<file path="config.mk">
export PLATFORM = sky130hd
export DESIGN_NAME = mem_port_arbiter_flat
export DESIGN_NICKNAME = d
export VERILOG_FILES = /design/src/rtl/mem_port_arbiter_if.sv /design/src/rtl/mem_port_arbiter.sv /design/src/flat_wrapper.sv
export SDC_FILE = /design/constraint.sdc
export NUM_CORES = 1
export LEC_CHECK = 0
export CAP_MARGIN = 20
export CELL_PAD_IN_SITES_DETAIL_PLACEMENT = 0
export CELL_PAD_IN_SITES_GLOBAL_PLACEMENT = 2
export CORE_MARGIN = 5
export CORE_UTILIZATION = 25
export CTS_BUF_LIST = sky130_fd_sc_hd__clkbuf_8
export DETAILED_ROUTE_END_ITERATION = 8
export PLACE_DENSITY_LB_ADDON = 0.05
export SLEW_MARGIN = 5
export SYNTH_ARGS = -nofsm -noshare
export SYNTH_HDL_FRONTEND = slang
export SYNTH_SLANG_ARGS = --single-unit
</file>
<file path="constraint.sdc">
create_clock -name clk -period 6.5 [get_ports clk]
set_clock_uncertainty 0.2 [all_clocks]
set_input_delay 1.95 -clock clk [delete_from_list [all_inputs] [get_ports clk]]
set_output_delay 1.95 -clock clk [all_outputs]
set_load 0.05 [all_outputs]
</file>
<file path="src/rtl/mem_port_arbiter_if.sv">
// Bundle of all signals around the shared memory port: the fetch and
// load/store requester handshakes, the common response bus, the memory-side
// handshake and the busy status.
// The master view belongs to the arbiter. The slave view belongs to everything
// around it: both requesters and the memory.
interface mem_port_arbiter_if #(
    parameter int WIDTH = 32
);
    // fetch requester
    logic             if_req;
    logic [WIDTH-1:0] if_addr;
    logic             if_ack;

    // load/store requester
    logic             ls_req;
    logic             ls_we;
    logic [3:0]       ls_be;
    logic [WIDTH-1:0] ls_addr;
    logic [WIDTH-1:0] ls_wdata;
    logic             ls_ack;

    // shared response, valid in the ack cycle
    logic [WIDTH-1:0] rsp_rdata;
    logic             rsp_err;

    // memory side
    logic             mem_req;
    logic             mem_we;
    logic [3:0]       mem_be;
    logic [WIDTH-1:0] mem_addr;
    logic [WIDTH-1:0] mem_wdata;
    logic             mem_ready;
    logic [WIDTH-1:0] mem_rdata;

    logic             busy;

    modport master (
        input  if_req, if_addr,
        input  ls_req, ls_we, ls_be, ls_addr, ls_wdata,
        output if_ack, ls_ack, rsp_rdata, rsp_err,
        output mem_req, mem_we, mem_be, mem_addr, mem_wdata,
        input  mem_ready, mem_rdata,
        output busy
    );

    modport slave (
        output if_req, if_addr,
        output ls_req, ls_we, ls_be, ls_addr, ls_wdata,
        input  if_ack, ls_ack, rsp_rdata, rsp_err,
        input  mem_req, mem_we, mem_be, mem_addr, mem_wdata,
        output mem_ready, mem_rdata,
        input  busy
    );
endinterface

</file>
<file path="src/rtl/mem_port_arbiter.sv">
// Shares one memory port between instruction fetch and load/store.
// Only one access is in flight at a time. Load/store normally wins
// arbitration. Fetch is forced through after STARVE_LIMIT consecutive losses.
// A watchdog ends any access that waits TIMEOUT cycles for mem_ready, and
// returns an error response.
module mem_port_arbiter #(
    parameter int WIDTH        = 32,
    parameter int STARVE_LIMIT = 4,
    parameter int TIMEOUT      = 16
) (
    input  logic                 clk,
    input  logic                 rst,
    mem_port_arbiter_if.master   bus
);

    typedef enum logic [1:0] {
        IDLE   = 2'd0,
        ACCESS = 2'd1,
        RESP   = 2'd2
    } state_t;

    localparam int SC_W = $clog2(STARVE_LIMIT + 1);
    // A disabled watchdog still gets a 1-bit counter so the declaration stays legal.
    localparam int TO_W = (TIMEOUT > 0) ? $clog2(TIMEOUT + 1) : 1;

    state_t            state;
    state_t            state_nxt;
    logic              owner_ls;      // 1: load/store owns the current access
    logic [SC_W-1:0]   starve_cnt;
    logic [TO_W-1:0]   to_cnt;        // ACCESS cycles already spent without mem_ready
    logic              pick_if;
    logic              pick_ls;
    logic              to_hit;
    logic              both_req;

    assign both_req = bus.if_req & bus.ls_req;

    // Watchdog fires in the TIMEOUT-th ACCESS cycle. mem_ready is checked
    // before it, so a ready in that same cycle still completes normally.
    generate
        if (TIMEOUT > 0) begin : g_wdog
            assign to_hit = (to_cnt == TO_W'(TIMEOUT - 1));
        end else begin : g_no_wdog
            assign to_hit = 1'b0;
        end
    endgenerate

    // Arbitration: a single requester wins. On a tie, load/store wins unless
    // fetch has lost STARVE_LIMIT times in a row.
    always_comb begin
        pick_if = 1'b0;
        pick_ls = 1'b0;
        if (both_req) begin
            if (starve_cnt == SC_W'(STARVE_LIMIT)) pick_if = 1'b1;
            else                                   pick_ls = 1'b1;
        end else if (bus.if_req) begin
            pick_if = 1'b1;
        end else if (bus.ls_req) begin
            pick_ls = 1'b1;
        end
    end

    // Next-state logic. Requests are looked at only in IDLE.
    always_comb begin
        state_nxt = state;
        case (state)
            IDLE:    if (pick_if || pick_ls)        state_nxt = ACCESS;
            ACCESS:  if (bus.mem_ready || to_hit)   state_nxt = RESP;
            RESP:                                   state_nxt = IDLE;
            default:                                state_nxt = IDLE;
        endcase
    end

    // State register.
    always_ff @(posedge clk or posedge rst) begin
        if (rst) state <= IDLE;
        else     state <= state_nxt;
    end

    // Busy is registered from the next state so that it lines up with the state register.
    always_ff @(posedge clk or posedge rst) begin
        if (rst) bus.busy <= 1'b0;
        else     bus.busy <= (state_nxt != IDLE);
    end

    // Starvation counter: counts ties that fetch lost, and clears on any fetch grant.
    // A tie can only go to load/store below the limit, so the +1 never
    // passes STARVE_LIMIT.
    always_ff @(posedge clk or posedge rst) begin
        if (rst) begin
            starve_cnt <= '0;
        end else if (state == IDLE) begin
            if (pick_if)                   starve_cnt <= '0;
            else if (pick_ls && both_req)  starve_cnt <= starve_cnt + SC_W'(1);
        end
    end

    // Watchdog counter: zero outside ACCESS, counts up while waiting for mem_ready.
    always_ff @(posedge clk or posedge rst) begin
        if (rst) begin
            to_cnt <= '0;
        end else if (state == ACCESS && TIMEOUT > 0 && !bus.mem_ready && !to_hit) begin
            to_cnt <= to_cnt + TO_W'(1);
        end else if (state != ACCESS) begin
            to_cnt <= '0;
        end
    end

    // Memory request side: latch the winner on grant, and hold every mem_*
    // output stable until the access completes or times out.
    always_ff @(posedge clk or posedge rst) begin
        if (rst) begin
            bus.mem_req   <= 1'b0;
            bus.mem_we    <= 1'b0;
            bus.mem_be    <= 4'b0000;
            bus.mem_addr  <= '0;
            bus.mem_wdata <= '0;
            owner_ls      <= 1'b0;
        end else begin
            case (state)
                IDLE: begin
                    if (pick_if) begin
                        bus.mem_req   <= 1'b1;
                        bus.mem_we    <= 1'b0;
                        bus.mem_be    <= 4'b1111;
                        bus.mem_addr  <= bus.if_addr;
                        bus.mem_wdata <= '0;
                        owner_ls      <= 1'b0;
                    end else if (pick_ls) begin
                        bus.mem_req   <= 1'b1;
                        bus.mem_we    <= bus.ls_we;
                        bus.mem_be    <= bus.ls_be;
                        bus.mem_addr  <= bus.ls_addr;
                        bus.mem_wdata <= bus.ls_wdata;
                        owner_ls      <= 1'b1;
                    end
                end
                ACCESS: begin
                    if (bus.mem_ready || to_hit) bus.mem_req <= 1'b0;
                end
                default: ;
            endcase
        end
    end

    // Response side: capture read data or the timeout error, then send a
    // one-cycle ack to whichever requester owns the access.
    always_ff @(posedge clk or posedge rst) begin
        if (rst) begin
            bus.if_ack    <= 1'b0;
            bus.ls_ack    <= 1'b0;
            bus.rsp_rdata <= '0;
            bus.rsp_err   <= 1'b0;
        end else begin
            bus.if_ack <= 1'b0;
            bus.ls_ack <= 1'b0;
            if (state == ACCESS) begin
                if (bus.mem_ready) begin
                    bus.rsp_rdata <= bus.mem_rdata;
                    bus.rsp_err   <= 1'b0;
                    bus.if_ack    <= ~owner_ls;
                    bus.ls_ack    <= owner_ls;
                end else if (to_hit) begin
                    bus.rsp_rdata <= '0;
                    bus.rsp_err   <= 1'b1;
                    bus.if_ack    <= ~owner_ls;
                    bus.ls_ack    <= owner_ls;
                end
            end
        end
    end

endmodule

</file>
<file path="src/flat_wrapper.sv">
// flat-port wrapper written by rule: the top's interface ports become plain ports
module mem_port_arbiter_flat 
#(
    parameter int WIDTH        = 32,
    parameter int STARVE_LIMIT = 4,
    parameter int TIMEOUT      = 16
)
  (clk, rst, bus_if_req, bus_if_addr, bus_ls_req, bus_ls_we, bus_ls_be, bus_ls_addr, bus_ls_wdata, bus_if_ack, bus_ls_ack, bus_rsp_rdata, bus_rsp_err, bus_mem_req, bus_mem_we, bus_mem_be, bus_mem_addr, bus_mem_wdata, bus_mem_ready, bus_mem_rdata, bus_busy);
  mem_port_arbiter_if #(.WIDTH(WIDTH)) bus_i ();
  input  logic clk;
  input  logic rst;
  input wire logic [$bits(bus_i.if_req)-1:0] bus_if_req;
  input wire logic [$bits(bus_i.if_addr)-1:0] bus_if_addr;
  input wire logic [$bits(bus_i.ls_req)-1:0] bus_ls_req;
  input wire logic [$bits(bus_i.ls_we)-1:0] bus_ls_we;
  input wire logic [$bits(bus_i.ls_be)-1:0] bus_ls_be;
  input wire logic [$bits(bus_i.ls_addr)-1:0] bus_ls_addr;
  input wire logic [$bits(bus_i.ls_wdata)-1:0] bus_ls_wdata;
  output wire logic [$bits(bus_i.if_ack)-1:0] bus_if_ack;
  output wire logic [$bits(bus_i.ls_ack)-1:0] bus_ls_ack;
  output wire logic [$bits(bus_i.rsp_rdata)-1:0] bus_rsp_rdata;
  output wire logic [$bits(bus_i.rsp_err)-1:0] bus_rsp_err;
  output wire logic [$bits(bus_i.mem_req)-1:0] bus_mem_req;
  output wire logic [$bits(bus_i.mem_we)-1:0] bus_mem_we;
  output wire logic [$bits(bus_i.mem_be)-1:0] bus_mem_be;
  output wire logic [$bits(bus_i.mem_addr)-1:0] bus_mem_addr;
  output wire logic [$bits(bus_i.mem_wdata)-1:0] bus_mem_wdata;
  input wire logic [$bits(bus_i.mem_ready)-1:0] bus_mem_ready;
  input wire logic [$bits(bus_i.mem_rdata)-1:0] bus_mem_rdata;
  output wire logic [$bits(bus_i.busy)-1:0] bus_busy;
  assign bus_i.if_req = bus_if_req;
  assign bus_i.if_addr = bus_if_addr;
  assign bus_i.ls_req = bus_ls_req;
  assign bus_i.ls_we = bus_ls_we;
  assign bus_i.ls_be = bus_ls_be;
  assign bus_i.ls_addr = bus_ls_addr;
  assign bus_i.ls_wdata = bus_ls_wdata;
  assign bus_if_ack = bus_i.if_ack;
  assign bus_ls_ack = bus_i.ls_ack;
  assign bus_rsp_rdata = bus_i.rsp_rdata;
  assign bus_rsp_err = bus_i.rsp_err;
  assign bus_mem_req = bus_i.mem_req;
  assign bus_mem_we = bus_i.mem_we;
  assign bus_mem_be = bus_i.mem_be;
  assign bus_mem_addr = bus_i.mem_addr;
  assign bus_mem_wdata = bus_i.mem_wdata;
  assign bus_i.mem_ready = bus_mem_ready;
  assign bus_i.mem_rdata = bus_mem_rdata;
  assign bus_busy = bus_i.busy;
  mem_port_arbiter #(.WIDTH(WIDTH), .STARVE_LIMIT(STARVE_LIMIT), .TIMEOUT(TIMEOUT)) u_core (.clk(clk), .rst(rst), .bus(bus_i));
endmodule
</file>
### After elaboration in Yosys (flattened, before gate mapping)

Index checks and enable logic that the tools add are counted.

* register bits after elaboration: 117
* bits of input ports: 138
* output and inout bits: 106
* word-level logic and storage cells: 79

* add/subtract/negate cells: 2
* eq/ne operators: 6
* muxes and demuxes: 37
* bitwise logic cells: 2
* reductions and logical operators: 18

Operator list (number)
* 32-bit two-way mux: 6
* 1-bit two-way mux: 21
* 2-bit nonzero test: 6
* 5-bit two-way mux: 2
* 4-bit two-way mux: 2
* 3-bit two-way mux: 2
* 2-bit AND reduction: 3
* 5-bit by 1-bit adder with 5-bit output, second input constant: 1
* 5-bit by 4-bit equality test with 1-bit output, second input constant: 1
* 2-bit two-way mux: 2
* 2-bit by 1-bit inequality test with 1-bit output, second input constant: 2
* 2-bit one-hot mux with 2 select lines: 1
* 3-bit by 1-bit adder with 3-bit output, second input constant: 1
* 3-bit equality test, second input constant: 1
* 1-bit logical AND: 3
* 3-bit by 1-bit inequality test with 1-bit output, second input constant: 1
* 3-bit AND reduction: 1
* 2-bit by 1-bit equality test with 1-bit output, second input constant: 1
* 1-bit logical NOT: 2
* 2-bit logical NOT: 1
* 1-bit logical OR: 2
* 1-bit one-hot mux with 2 select lines: 1
* 1-bit AND: 1
* 1-bit NOT: 1

### Longest topological paths before layout

Gate-level depths: netlist of the first run.

* word-level depth: 7
* depth in mapped cells: 8
* depth with buffers taken out: 7

### Worst setup path after synthesis of the first run

No wires, ideal clock.

* path type: input to register
* start: input bus_if_req
* end: register u_core.bus.mem_addr[4]
* setup time: 0.086 ns
* arrival: 2.863 ns
* data required time: 6.214 ns
* slack: 3.350 ns
* stages: 6
* path buffers: 3
* cell sequence: or2_1 -> buf_2 -> and2_4 -> buf_6 -> buf_6 -> o221ai_2

* longest elaborated chain between the ends: 4
* elaborated cells on any way between the ends: 8
* those cells by class: 5 x mux; 1 x bitwise; 2 x reduce/logical

Ends and longest elaborated chain
* from (decl): line flat_wrapper.sv:12 `input wire logic [$bits(bus_i.if_req)-1:0] bus_if_req;`
* 1-bit two-way mux / 1-bit AND (equally long branches): line mem_port_arbiter.sv:56, mem_port_arbiter.sv:36
* 1-bit two-way mux: line mem_port_arbiter.sv:53 `if (both_req) begin`
* 2-bit nonzero test (no source line)
* 2-bit AND reduction (no source line)
* to (signal assigned): line mem_port_arbiter.sv:126 `bus.mem_addr <= bus.if_addr;`
* to (signal assigned): line mem_port_arbiter.sv:133 `bus.mem_addr <= bus.ls_addr;`
* to (decl): line mem_port_arbiter_if.sv:41 `output mem_req, mem_we, mem_be, mem_addr, mem_wdata,`

Several ways; a longest one is shown, not always the timed one.
A chain may end at the register's enable or synchronous reset.

### Worst setup path after layout of the first run

* start: input bus_if_req
* end: register u_core.bus.mem_wdata[0]

* longest elaborated chain between the ends: 4
* elaborated cells on any way between the ends: 8
* those cells by class: 5 x mux; 1 x bitwise; 2 x reduce/logical

Ends and longest elaborated chain
* 1-bit two-way mux / 1-bit AND (equally long branches): line mem_port_arbiter.sv:56, mem_port_arbiter.sv:36
* 1-bit two-way mux: line mem_port_arbiter.sv:53
* 2-bit nonzero test (no source line)
* 2-bit AND reduction (no source line)
* to (signal assigned): line mem_port_arbiter.sv:134 `bus.mem_wdata <= bus.ls_wdata;`
* to (decl): line mem_port_arbiter_if.sv:41

Several ways; a longest one is shown, not always the timed one.

==> metrics.log, run 1 <==
[metrics] hold buffer count at cts: 0
[metrics] net switching power: 2.25 mW
[metrics] clk_lat worst skew: 420 ps
[metrics] leading post-synthesis cells by cell area: sky130_fd_sc_hd__dfrtp_1 56%, sky130_fd_sc_hd__nand3_1 6.3%, sky130_fd_sc_hd__o221ai_2 5.8%
[metrics] Slew @ Worst Pin: 918 ps
[metrics] Via-to-Cell Ratio: 4.81
[metrics] Async S/R FF share, synth: 100%
[metrics] most instantiated library cell after synthesis: sky130_fd_sc_hd__dfrtp_1
[metrics] mux cell area share after synthesis: 0.216%
[metrics] drt total wl: 18700 um
[metrics] iteration count of the initial detailed-routing pass: 5
[metrics] DP Wirelength: 12400 um
[metrics] die width: 154 um
[metrics] Die ar.: 0.0238 mm^2
[metrics] minimum clock period: 4320 ps
[metrics] required time at the endpoint of the critical path: 6590 ps
[metrics] Std-Cell Core Area: 0.0204 mm^2
[metrics] CTS Sinks: 117
[metrics] proportion of synthesized chip area in sequential cells: 56.3%
[metrics] power density over the cells: 568 mW/mm^2
[metrics] switching part of the total power: 47.8%
[metrics] critical path fanouts, max: 39
[metrics] synthesized area per cell: 11.4 um^2
[metrics] global router's overall resource usage: 15.3%
[metrics] buffers from clock root to sink, at most: 2
[metrics] Clock Power Share: 16.3%
[metrics] cell repeated most along the worst path: sky130_fd_sc_hd__buf_4
[metrics] clock tree from TritonCTS: built
[metrics] Setup Crit Path Kind: input port to flip-flop
[metrics] area of all placed cells without fillers: 0.00827 mm^2
[metrics] maximum VDD drop: 268 uV
[metrics] path depth of the worst reg2reg path: 5
[metrics] Starting DRT DRC Count: 229
[metrics] number of instances in the synthesized netlist: 457
[metrics] total setup violations reported at the end of the flow: 0
[metrics] cell type with the largest total area after synthesis: sky130_fd_sc_hd__dfrtp_1
[metrics] fraction of power consumed by combinational cells: 57.1%
[metrics] total number of yosys warnings: 0
[metrics] final layout net count: 822
[metrics] layout-stage area growth over the synthesis result: 58.8%
[metrics] CTS H-Tree Depth: 4
[metrics] Post-Syn Nets: 599
[metrics] number of max-cap violations: 0
[metrics] global placer's final weighted congestion: 0.762
[metrics] maximum cell stage delay along the critical path: 520 ps
[metrics] Leakage Power: 3.35 nW
[metrics] ANT nets after route: 0
[metrics] area fraction of the dominant cell type after synthesis: 56.3%
[metrics] number of placement rows: 52
[metrics] flops & latches, synth: 117
[metrics] maximum clock rate: 231 MHz
[metrics] Rel. slew slack: 38.8%
[metrics] final-report max-slew violation count: 0
[metrics] fin crit share: 66.5%
[metrics] count of final hold-check violations: 0
[metrics] post_cts resized: 0
[metrics] effective utilization at floorplan: 25.6%
[metrics] endpoint type of the worst setup path: flip-flop
[metrics] post-CTS repair timing setup buffer count: 0
[metrics] DRC viols: 0
[metrics] Ports: 244
[metrics] synthesized cell area: 0.00520 mm^2
[metrics] vias in the first global route: 4967
[metrics] top post-synthesis cells by count: 117 x sky130_fd_sc_hd__dfrtp_1, 66 x sky130_fd_sc_hd__nand3_1, 39 x sky130_fd_sc_hd__inv_1
[metrics] maximum number of pins on one net before global-route repair: 68
[metrics] wire length per cell after detailed routing: 19.4 um
[metrics] setup TNS after final layout: 0 ps
[metrics] category of the worst setup path launch point: input port
[metrics] cell at the root of the clock tree: sky130_fd_sc_hd__clkbuf_8
[metrics] fraction of power consumed by sequential logic: 26.7%
[metrics] most frequently used flop master after synthesis: sky130_fd_sc_hd__dfrtp_1
[metrics] basic-gate share of the synthesized area counting and, or, nand and nor cells: 12.9%
[metrics] wire length of the first global-routing pass: 28900 um
[metrics] highest-delay cell along the critical path: sky130_fd_sc_hd__nand2_1
[metrics] clock-pin slew of the registers on the worst-case setup and hold paths: 70 ps
[metrics] xor/xnor share of the synthesized area: 0.337%
[metrics] count of flip-flops with a built-in enable after synthesis: 0
[metrics] count of fill cells added during filler insertion: 1953
[metrics] share of the synthesized area in compound gates (AO/OA/AOI/OAI): 21.5%
[metrics] overall die height: 154 um
[metrics] share of cells above drive strength 1: 9.99%
[metrics] Hold WC Path Type: flip-flop to flip-flop
[metrics] outcome: completed
[metrics] cell count of the worst hold path: 1
[metrics] minimum hold slack: 283 ps
[metrics] number of buffers created by CTS: 17
[metrics] ant diodes: 0
[metrics] largest family of logic cells by synthesized area: compound AO/OA/AOI/OAI gates
[metrics] Synth cell types: 34
[metrics] cells along the critical path: clkdlybuf4s50_1, buf_4, or2_2, nand2_1, buf_4, o2bb2ai_1
[metrics] adder-cell share of the synthesized area: 0.962%
[metrics] initial antenna violation count: 0
[metrics] number of buffers added on ports: 243
[metrics] Data arrival, critical path: 4420 ps
[metrics] gr ovfl total: 0
[metrics] unrepaired setup endpoints after global routing: false
[metrics] via count: 4621
[metrics] internal power: 2.45 mW
[metrics] placed inst area: 0.00782 mm^2
[area by class of cell]
class                      instances  area (um^2)  share of cell area, %
sequential                       117         2930                   35.4
clock buffer                      22          303                   3.66
clock inverter                     8          146                   1.77
tap                              270          338                   4.09
timing repair buffer             253         2530                   30.6
multi-input combinational        252         1880                   22.7
inverter                          39          149                   1.80
[kinds of logic (layout without fill, tap and decap cells)]
family	count (synthesis)	after routing
flip-flops	117	117
buffers and inverters	88	322
AO/OA/AOI/OAI	122	122
multiplexers	1	1
XOR/XNOR	2	2
adder cells (fa/ha/maj)	4	4
AND/OR/NAND/NOR	123	123
[registers in the layout, indices dropped and copies added (netlist names), 2 cells and up]
register,flops
u_core.bus.mem_addr,32
u_core.bus.mem_wdata,32
u_core.bus.rsp_rdata,32
u_core.to_cnt,5
u_core.bus.mem_be,4
u_core.starve_cnt,3
u_core.state,2
[path summary, 6_finish.rpt]
path,startpoint,end,slack [ps]
max in group asynchronous,rst,u_core.bus.mem_addr[20]$_DFFE_PP0P_,3290
min in group asynchronous,rst,u_core.bus.rsp_rdata[27]$_DFFE_PP0P_,1850
max reg2reg,u_core.state[0]$_DFF_PP0_,u_core.bus.mem_addr[30]$_DFFE_PP0P_,3500
max,bus_if_req,u_core.bus.mem_wdata[0]$_DFFE_PP0P_,2180
min,u_core.owner_ls$_DFFE_PP0P_,u_core.bus.if_ack$_DFF_PP0_,280
min reg2reg,u_core.owner_ls$_DFFE_PP0P_,u_core.bus.if_ack$_DFF_PP0_,280
[layout by cell type (no fill, tap or decap), types with 4 or more instances in the layout]
master,synthesis,routed
sky130_fd_sc_hd__nand2_1,4,4
sky130_fd_sc_hd__a22o_1,34,34
sky130_fd_sc_hd__dfrtp_1,117,117
sky130_fd_sc_hd__buf_4,2,9
sky130_fd_sc_hd__nand2b_1,4,4
sky130_fd_sc_hd__nor2_1,7,6
sky130_fd_sc_hd__o221ai_2,20,20
sky130_fd_sc_hd__ha_1,4,4
sky130_fd_sc_hd__o2bb2ai_1,33,33
sky130_fd_sc_hd__a21oi_1,17,17
sky130_fd_sc_hd__clkbuf_8,0,22
sky130_fd_sc_hd__inv_1,39,38
sky130_fd_sc_hd__bufinv_16,0,4
sky130_fd_sc_hd__clkdlybuf4s50_1,0,243
sky130_fd_sc_hd__nand4_1,32,32
sky130_fd_sc_hd__o221ai_1,12,12
sky130_fd_sc_hd__nand3_1,66,66
[worst max-delay path: cells and delay by family]
| kind | cells | cell delay (ps) |
|---|---|---|
| AND/OR/NAND/NOR | 2 | 1030 |
| buffers and inverters | 3 | 1250 |
| AO/OA/AOI/OAI | 1 | 150 |
[per-stage QoR]
step | utilization [%] | power, mW | setup WS (ps) | instances
detailed placement | 38.4 | 3.97 | 1660 | 931
global placement | 38.3 | 3.92 | 1710 | 930
finish | 40.6 | 4.70 | 2180 | 961
global route | 40.6 | 4.94 | 2040 | 961
CTS | 40.6 | 4.76 | 2150 | 961
floorplan | - | 3.04 | 1250 | 457
[power groups by stage]
stage               Combinational (mW)  Sequential [mW]  Clock [mW]
finish                            2.68             1.25       0.765
global route                      2.82             1.29       0.821
CTS                               2.72             1.26       0.789
detailed placement                2.71             1.25           0
global placement                  2.67             1.26           0
floorplan                        0.747             2.29           0
[per-layer routing]
layer  vias up  routed length, um  global-route usage (%)
met1      2283               8440                    20.6
met4         0                218                    4.08
met3        18               1680                    6.62
met5         -                  0                       0
li1       2142                  -                       -
met2       178               8340                    22.5
(Power assumes the default switching activity.)
==> inputs of run 2 (changes only) <==
- CORE_UTILIZATION: 25 -> 23
- clock period: 6.5 -> 3.7 ns (I/O delays scaled with it)
==> run 2 against run 1 <==
  * Non-clock buffer count unchanged
  * Sequential share of layout area hardly changed
  * Setup slack lost 1400 ps
  * Worst hold slack better by 2.4 ps
  * Die area increased by 8.1%
  * Register-to-register slack lost 2300 ps
  * First-iteration DRC count shrank 12%
  * Critical path type is now flip-flop to output pin
  * Critical endpoint is now bus_mem_wdata[1]
  * Routed wire length shrank 0.21%
==> metrics.log, run 2 (synthesis results as in run 1) <==
[metrics] wire length per cell after detailed routing: 19.1 um (was 19.4 um)
[metrics] die width: 160 um (was 154 um)
[metrics] PnR Total Power: 8.14 mW (was 4.70 mW)
[metrics] layout-stage area growth over the synthesis result: 58.9% (was 58.8%)
[metrics] effective utilization at floorplan: 23.2% (was 25.6%)
[metrics] outcome: completed (unchanged)
[metrics] Die ar.: 0.0257 mm^2 (was 0.0238 mm^2)
[metrics] global router's overall resource usage: 14.3% (was 15.3%)
[metrics] count of final hold-check violations: 0 (unchanged)
[metrics] DP Wirelength: 12000 um (was 12400 um)
[metrics] critical path fanouts, max: 2 (was 39)
[metrics] critical path buffer and inverter count: 1 (was 3)
[metrics] post_cts resized: 0 (unchanged)
[metrics] DRC viols: 0 (unchanged)
[metrics] hold buffer count at cts: 0 (unchanged)
[metrics] wire length of the first global-routing pass: 29100 um (was 28900 um)
[metrics] category of the worst setup path launch point: flip-flop (was input port)
[metrics] clk_lat worst skew: 430 ps (was 420 ps)
[metrics] maximum VDD drop: 410 uV (was 268 uV)
[metrics] Starting DRT DRC Count: 201 (was 229)
[metrics] overall die height: 160 um (was 154 um)
[metrics] number of placement rows: 55 (was 52)
[metrics] ANT nets after route: 0 (unchanged)
[metrics] top library cells by usage in the layout, fill and taps aside: 243 x sky130_fd_sc_hd__clkdlybuf4s50_1, 117 x sky130_fd_sc_hd__dfrtp_1, 66 x sky130_fd_sc_hd__nand3_1, 38 x sky130_fd_sc_hd__inv_1, 34 x sky130_fd_sc_hd__a22o_1 (unchanged)
[metrics] drt total wl: 18600 um (was 18700 um)
[metrics] Ports: 244 (unchanged)
[metrics] post-CTS repair timing setup buffer count: 0 (unchanged)
[metrics] Rel. slew slack: 44.4% (was 38.8%)
[metrics] number of buffers created by CTS: 17 (unchanged)
[metrics] area of all placed cells without fillers: 0.00827 mm^2 (about the same)
[metrics] initial antenna violation count: 0 (unchanged)
[metrics] unrepaired setup endpoints after global routing: false (unchanged)
[metrics] fin crit share: 79.6%
[metrics] number of cells in the design after placement: 946 (was 931)
[metrics] placed inst area: 0.00786 mm^2 (was 0.00782 mm^2)
[metrics] minimum hold slack: 286 ps (was 283 ps)
[metrics] Hold WC Path Type: flip-flop to flip-flop (unchanged)
[metrics] buffers from clock root to sink, at most: 2 (unchanged)
[metrics] Via-to-Cell Ratio: 4.64 (was 4.81)
[metrics] Std-Cell Core Area: 0.0224 mm^2 (was 0.0204 mm^2)
[metrics] ant diodes: 0 (unchanged)
[metrics] maximum number of pins on one net before global-route repair: 118 (was 68)
[metrics] minimum clock period: 2950 ps
[metrics] iteration count of the initial detailed-routing pass: 4 (was 5)
[metrics] maximum cell stage delay along the critical path: 840 ps (was 520 ps)
[metrics] Leakage Power: 3.32 nW (was 3.35 nW)
[metrics] number of buffers added on ports: 243 (unchanged)
[metrics] Setup Crit Path Kind: flip-flop to output pin (was input port to flip-flop)
[metrics] total setup violations reported at the end of the flow: 0 (unchanged)
[metrics] kind of cell adding the most delay to the critical path: buffers and inverters (unchanged)
[metrics] Slew @ Worst Pin: 834 ps (was 918 ps)
[metrics] gr ovfl total: 0 (unchanged)
[metrics] Regs by FF count: u_core.bus.mem_addr: 32 flops, u_core.bus.mem_wdata: 32 flops, u_core.bus.rsp_rdata: 32 flops (unchanged)
[metrics] maximum clock rate: 340 MHz
[metrics] clock tree from TritonCTS: built (unchanged)
[metrics] final layout net count: 822 (unchanged)
[metrics] required time at the endpoint of the critical path: 2390 ps (was 6590 ps)
[metrics] CTS H-Tree Depth: 4 (unchanged)
[metrics] cell at the root of the clock tree: sky130_fd_sc_hd__clkbuf_8 (unchanged)
[metrics] cells along the critical path: clkdlybuf4s50_1 (was clkdlybuf4s50_1, buf_4, or2_2, nand2_1, buf_4, o2bb2ai_1)
[metrics] number of max-cap violations: 0 (unchanged)
[metrics] via count: 4529 (was 4621)
[metrics] most common library cell in the layout ignoring fill and taps: sky130_fd_sc_hd__clkdlybuf4s50_1 (unchanged)
[metrics] setup TNS after final layout: 0 ps (unchanged)
[metrics] power density over the cells: 984 mW/mm^2 (was 568 mW/mm^2)
[metrics] share of cells above drive strength 1: 10.1% (was 9.99%)
[metrics] global placer's final weighted congestion: 0.722 (was 0.762)
[metrics] Data arrival, critical path: 1640 ps (was 4420 ps)
[metrics] CTS Sinks: 117 (unchanged)
[metrics] clock-pin slew of the registers on the worst-case setup and hold paths: 80 ps (was 70 ps)
[metrics] final-report max-slew violation count: 0 (unchanged)
[metrics] highest-delay cell along the critical path: sky130_fd_sc_hd__clkdlybuf4s50_1 (was sky130_fd_sc_hd__nand2_1)
[metrics] endpoint type of the worst setup path: output pin (was flip-flop)
[metrics] slack of the worst reg-to-reg path: 1210 ps (was 3500 ps)
[metrics] final instance count without filler cells: 977 (was 961)
[metrics] vias in the first global route: 4820 (was 4967)
[run 2: final cells by class]
class | instances | area, um^2
Tap cell | 285 | 357
Timing Repair Buffer | 253 | 2540
Clock buffer | 19 | 262
Inverter | 39 | 150
Sequential cell | 117 | 2930
Multi-Input combinational cell | 252 | 1880
Clock inverter | 12 | 153
Fill cell | 2237 | 14200
[run 2: per-layer routing]
metal | global-route usage (%) | routed length [um] | vias up
met5 | 0 | 0 | -
met4 | 3.29 | 137 | 0
met3 | 6.44 | 1700 | 9
met2 | 21.4 | 8410 | 177
met1 | 18.9 | 8400 | 2186
li1 | - | - | 2157
[run 2: path summary, 6_finish.rpt]
| check | from | to | cells after the start |
|---|---|---|---|
| min in group asynchronous | rst | u_core.bus.mem_addr[22]$_DFFE_PP0P_ | 3 |
| hold reg to reg | u_core.bus.mem_wdata[20]$_DFFE_PP0P_ | u_core.bus.mem_wdata[20]$_DFFE_PP0P_ | 1 |
| setup / recovery | u_core.bus.mem_wdata[1]$_DFFE_PP0P_ | bus_mem_wdata[1] | 1 |
| setup reg to reg | u_core.to_cnt[0]$_DFFE_PP0P_ | u_core.bus.rsp_err$_DFFE_PP0P_ | 7 |
| max in group asynchronous | rst | u_core.bus.mem_wdata[0]$_DFFE_PP0P_ | 3 |
| hold / removal | u_core.bus.mem_wdata[20]$_DFFE_PP0P_ | u_core.bus.mem_wdata[20]$_DFFE_PP0P_ | 1 |
[run 2: report_power, final]
part           total [mW]  internal [mW]  switching (mW)  leakage (nW)
Clock                1.25          0.698           0.551         0.200
Combinational        4.71           1.62            3.09          1.67
Sequential           2.18           1.85           0.328          1.45
[run 2: per-stage QoR]
stage / setup slack (ps) / utilization (%)
after global routing: 666 / 36.9
final: 755 / 36.9
after CTS: 699 / 36.9
after detailed placement: 346 / 35.0
after floorplan: 963 / -
after global placement: 360 / 35.0
==> RTL edit: new RTL, config.mk and constraints of run 2 <==
Make the reset (`rst`) synchronous in 6 clocked blocks.
--- a/src/rtl/mem_port_arbiter.sv
+++ b/src/rtl/mem_port_arbiter.sv
@@ -72,13 +72,13 @@
     end
 
     // State register.
-    always_ff @(posedge clk or posedge rst) begin
+    always_ff @(posedge clk) begin
         if (rst) state <= IDLE;
         else     state <= state_nxt;
     end
 
     // Busy is registered from the next state so that it lines up with the state register.
-    always_ff @(posedge clk or posedge rst) begin
+    always_ff @(posedge clk) begin
         if (rst) bus.busy <= 1'b0;
         else     bus.busy <= (state_nxt != IDLE);
     end
@@ -86,7 +86,7 @@
     // Starvation counter: counts ties that fetch lost, and clears on any fetch grant.
     // A tie can only go to load/store below the limit, so the +1 never
     // passes STARVE_LIMIT.
-    always_ff @(posedge clk or posedge rst) begin
+    always_ff @(posedge clk) begin
         if (rst) begin
             starve_cnt <= '0;
         end else if (state == IDLE) begin
@@ -96,7 +96,7 @@
     end
 
     // Watchdog counter: zero outside ACCESS, counts up while waiting for mem_ready.
-    always_ff @(posedge clk or posedge rst) begin
+    always_ff @(posedge clk) begin
         if (rst) begin
             to_cnt <= '0;
         end else if (state == ACCESS && TIMEOUT > 0 && !bus.mem_ready && !to_hit) begin
@@ -108,7 +108,7 @@
 
     // Memory request side: latch the winner on grant, and hold every mem_*
     // output stable until the access completes or times out.
-    always_ff @(posedge clk or posedge rst) begin
+    always_ff @(posedge clk) begin
         if (rst) begin
             bus.mem_req   <= 1'b0;
             bus.mem_we    <= 1'b0;
@@ -145,7 +145,7 @@
 
     // Response side: capture read data or the timeout error, then send a
     // one-cycle ack to whichever requester owns the access.
-    always_ff @(posedge clk or posedge rst) begin
+    always_ff @(posedge clk) begin
         if (rst) begin
             bus.if_ack    <= 1'b0;
             bus.ls_ack    <= 1'b0;
Behaviour: differs if rst is asserted again (counterexample within 4 cycles, from zero or initial values and one cycle with rst high); with rst held inactive, the same outputs for 4 cycles.
==> RTL edit against run 2 <==
- cell area shrank 2.5%
- critical path depth is the same
- first-iteration DRC count grew 2.5%
- sequential cell count is the same
- wire length grew 9.2%
- setup slack gained 12 ps
- synthesized area shrank 5.7%
- count of clock-buffer cells in the layout grew 2
- core utilization grew 1.5 points
- critical path type unchanged
- highest routed layer unchanged
Power is not compared: it rests on default switching activity, and its combinational part moved more than twofold at a synthesized area within 25%.
==> RTL edit: results (changes against run 2) <==
\begin{tabular}{lr}
\hline
Metric & Value \\
\hline
\multicolumn{2}{l}{\textbf{Outcome}} \\
\quad Outcome & finished, final reports clean (unchanged) \\
\multicolumn{2}{l}{\textbf{GRT}} \\
\quad Maximum number of pins on one net before global-route repair & 46 (was 118) \\
\quad Wire length of the first global-routing pass & 30.7 mm (was 29.1 mm) \\
\multicolumn{2}{l}{\textbf{Critical path}} \\
\quad R2R depth & 4 (was 7) \\
\quad R2r startpoint & u\_core.state[0] (was u\_core.to\_cnt[0]) \\
\quad CP Capture Point & bus\_mem\_be[3] (was bus\_mem\_wdata[1]) \\
\quad Worst R2R Setup Slack & 1640 ps (was 1210 ps) \\
\quad Endpoint of the most critical register-to-register path & u\_core.bus.mem\_addr[28] (was u\_core.bus.rsp\_err) \\
\quad Largest stage delay on the critical path & 860 ps (was 840 ps) \\
\multicolumn{2}{l}{\textbf{Placed design}} \\
\quad Worst slack at placement & 736 ps (was 346 ps) \\
\quad Detail Placement HPWL & 13.5 mm (was 12.0 mm) \\
\quad Post-Place Cells & 1050 (was 946) \\
\multicolumn{2}{l}{\textbf{Synthesis}} \\
\quad Multiplexer share of the synthesized area & 0\% (was 0.216\%) \\
\quad Share of the yosys chip area belonging to registers & 47.7\% (was 56.3\%) \\
\quad Adder-cell share of the synthesized area & 1.02\% (was 0.962\%) \\
\quad Main area contributors after synthesis & sky130\_fd\_sc\_hd\_\_dfxtp\_1 (48\%), sky130\_fd\_sc\_hd\_\_a21oi\_1 (11\%), sky130\_fd\_sc\_hd\_\_o21ai\_0 (10\%) (was sky130\_fd\_sc\_hd\_\_dfrtp\_1 (56\%), sky130\_fd\_sc\_hd\_\_nand3\_1 (6.3\%), sky130\_fd\_sc\_hd\_\_o221ai\_2 (5.8\%)) \\
\quad Xor and xnor area share after synthesis & 0.357\% (was 0.337\%) \\
\quad Cells after Synth & 585 (was 457) \\
\quad Async S/R FF share, synth & 0\% (was 100\%) \\
\multicolumn{2}{l}{\textbf{Timing}} \\
\quad Post-route worst setup slack & 767 ps (was 755 ps) \\
\quad Post-route worst hold slack & 273 ps (was 286 ps) \\
\quad Worst-case headroom to the max-slew limit & 49.7\% (was 44.4\%) \\
\multicolumn{2}{l}{\textbf{Routing}} \\
\quad Total vias in the final route & 5363 (was 4529) \\
\quad Vias per Instance & 4.95 (was 4.64) \\
\multicolumn{2}{l}{\textbf{Finish}} \\
\quad Fraction of final layout cells sized beyond drive strength 1 & 7.19\% (was 10.1\%) \\
\quad Net count of the finished layout & 936 (was 822) \\
\hline
\end{tabular}
RTL edit: cell types whose count changed in the layout (fill, tap and decap cells not counted), moves of 34 or more:
cell	delta
sky130_fd_sc_hd__a21oi_1	+95
sky130_fd_sc_hd__a22o_1	-34
sky130_fd_sc_hd__dfrtp_1	-117
sky130_fd_sc_hd__dfxtp_1	+117
sky130_fd_sc_hd__nand2_1	+36
sky130_fd_sc_hd__o21ai_0	+96
RTL edit: layer usage:
layer	up-vias	wire length [um]	GRT usage [%]
met2	197	10000	26.5
met5	-	0	0
met3	12	1800	6.30
li1	2599	-	-
met4	0	208	4.21
met1	2555	8350	19.4
RTL edit: cell type report:
class	count	area, sq um
Multi-Input combinational cell	393	2270
Inverter	4	15.0
Timing Repair Buffer	261	2670
Antenna cell	1	2.50
Clock inverter	11	133
Clock buffer	21	289
Sequential cell	117	2340
Fill cell	2137	13000
Tap cell	275	344
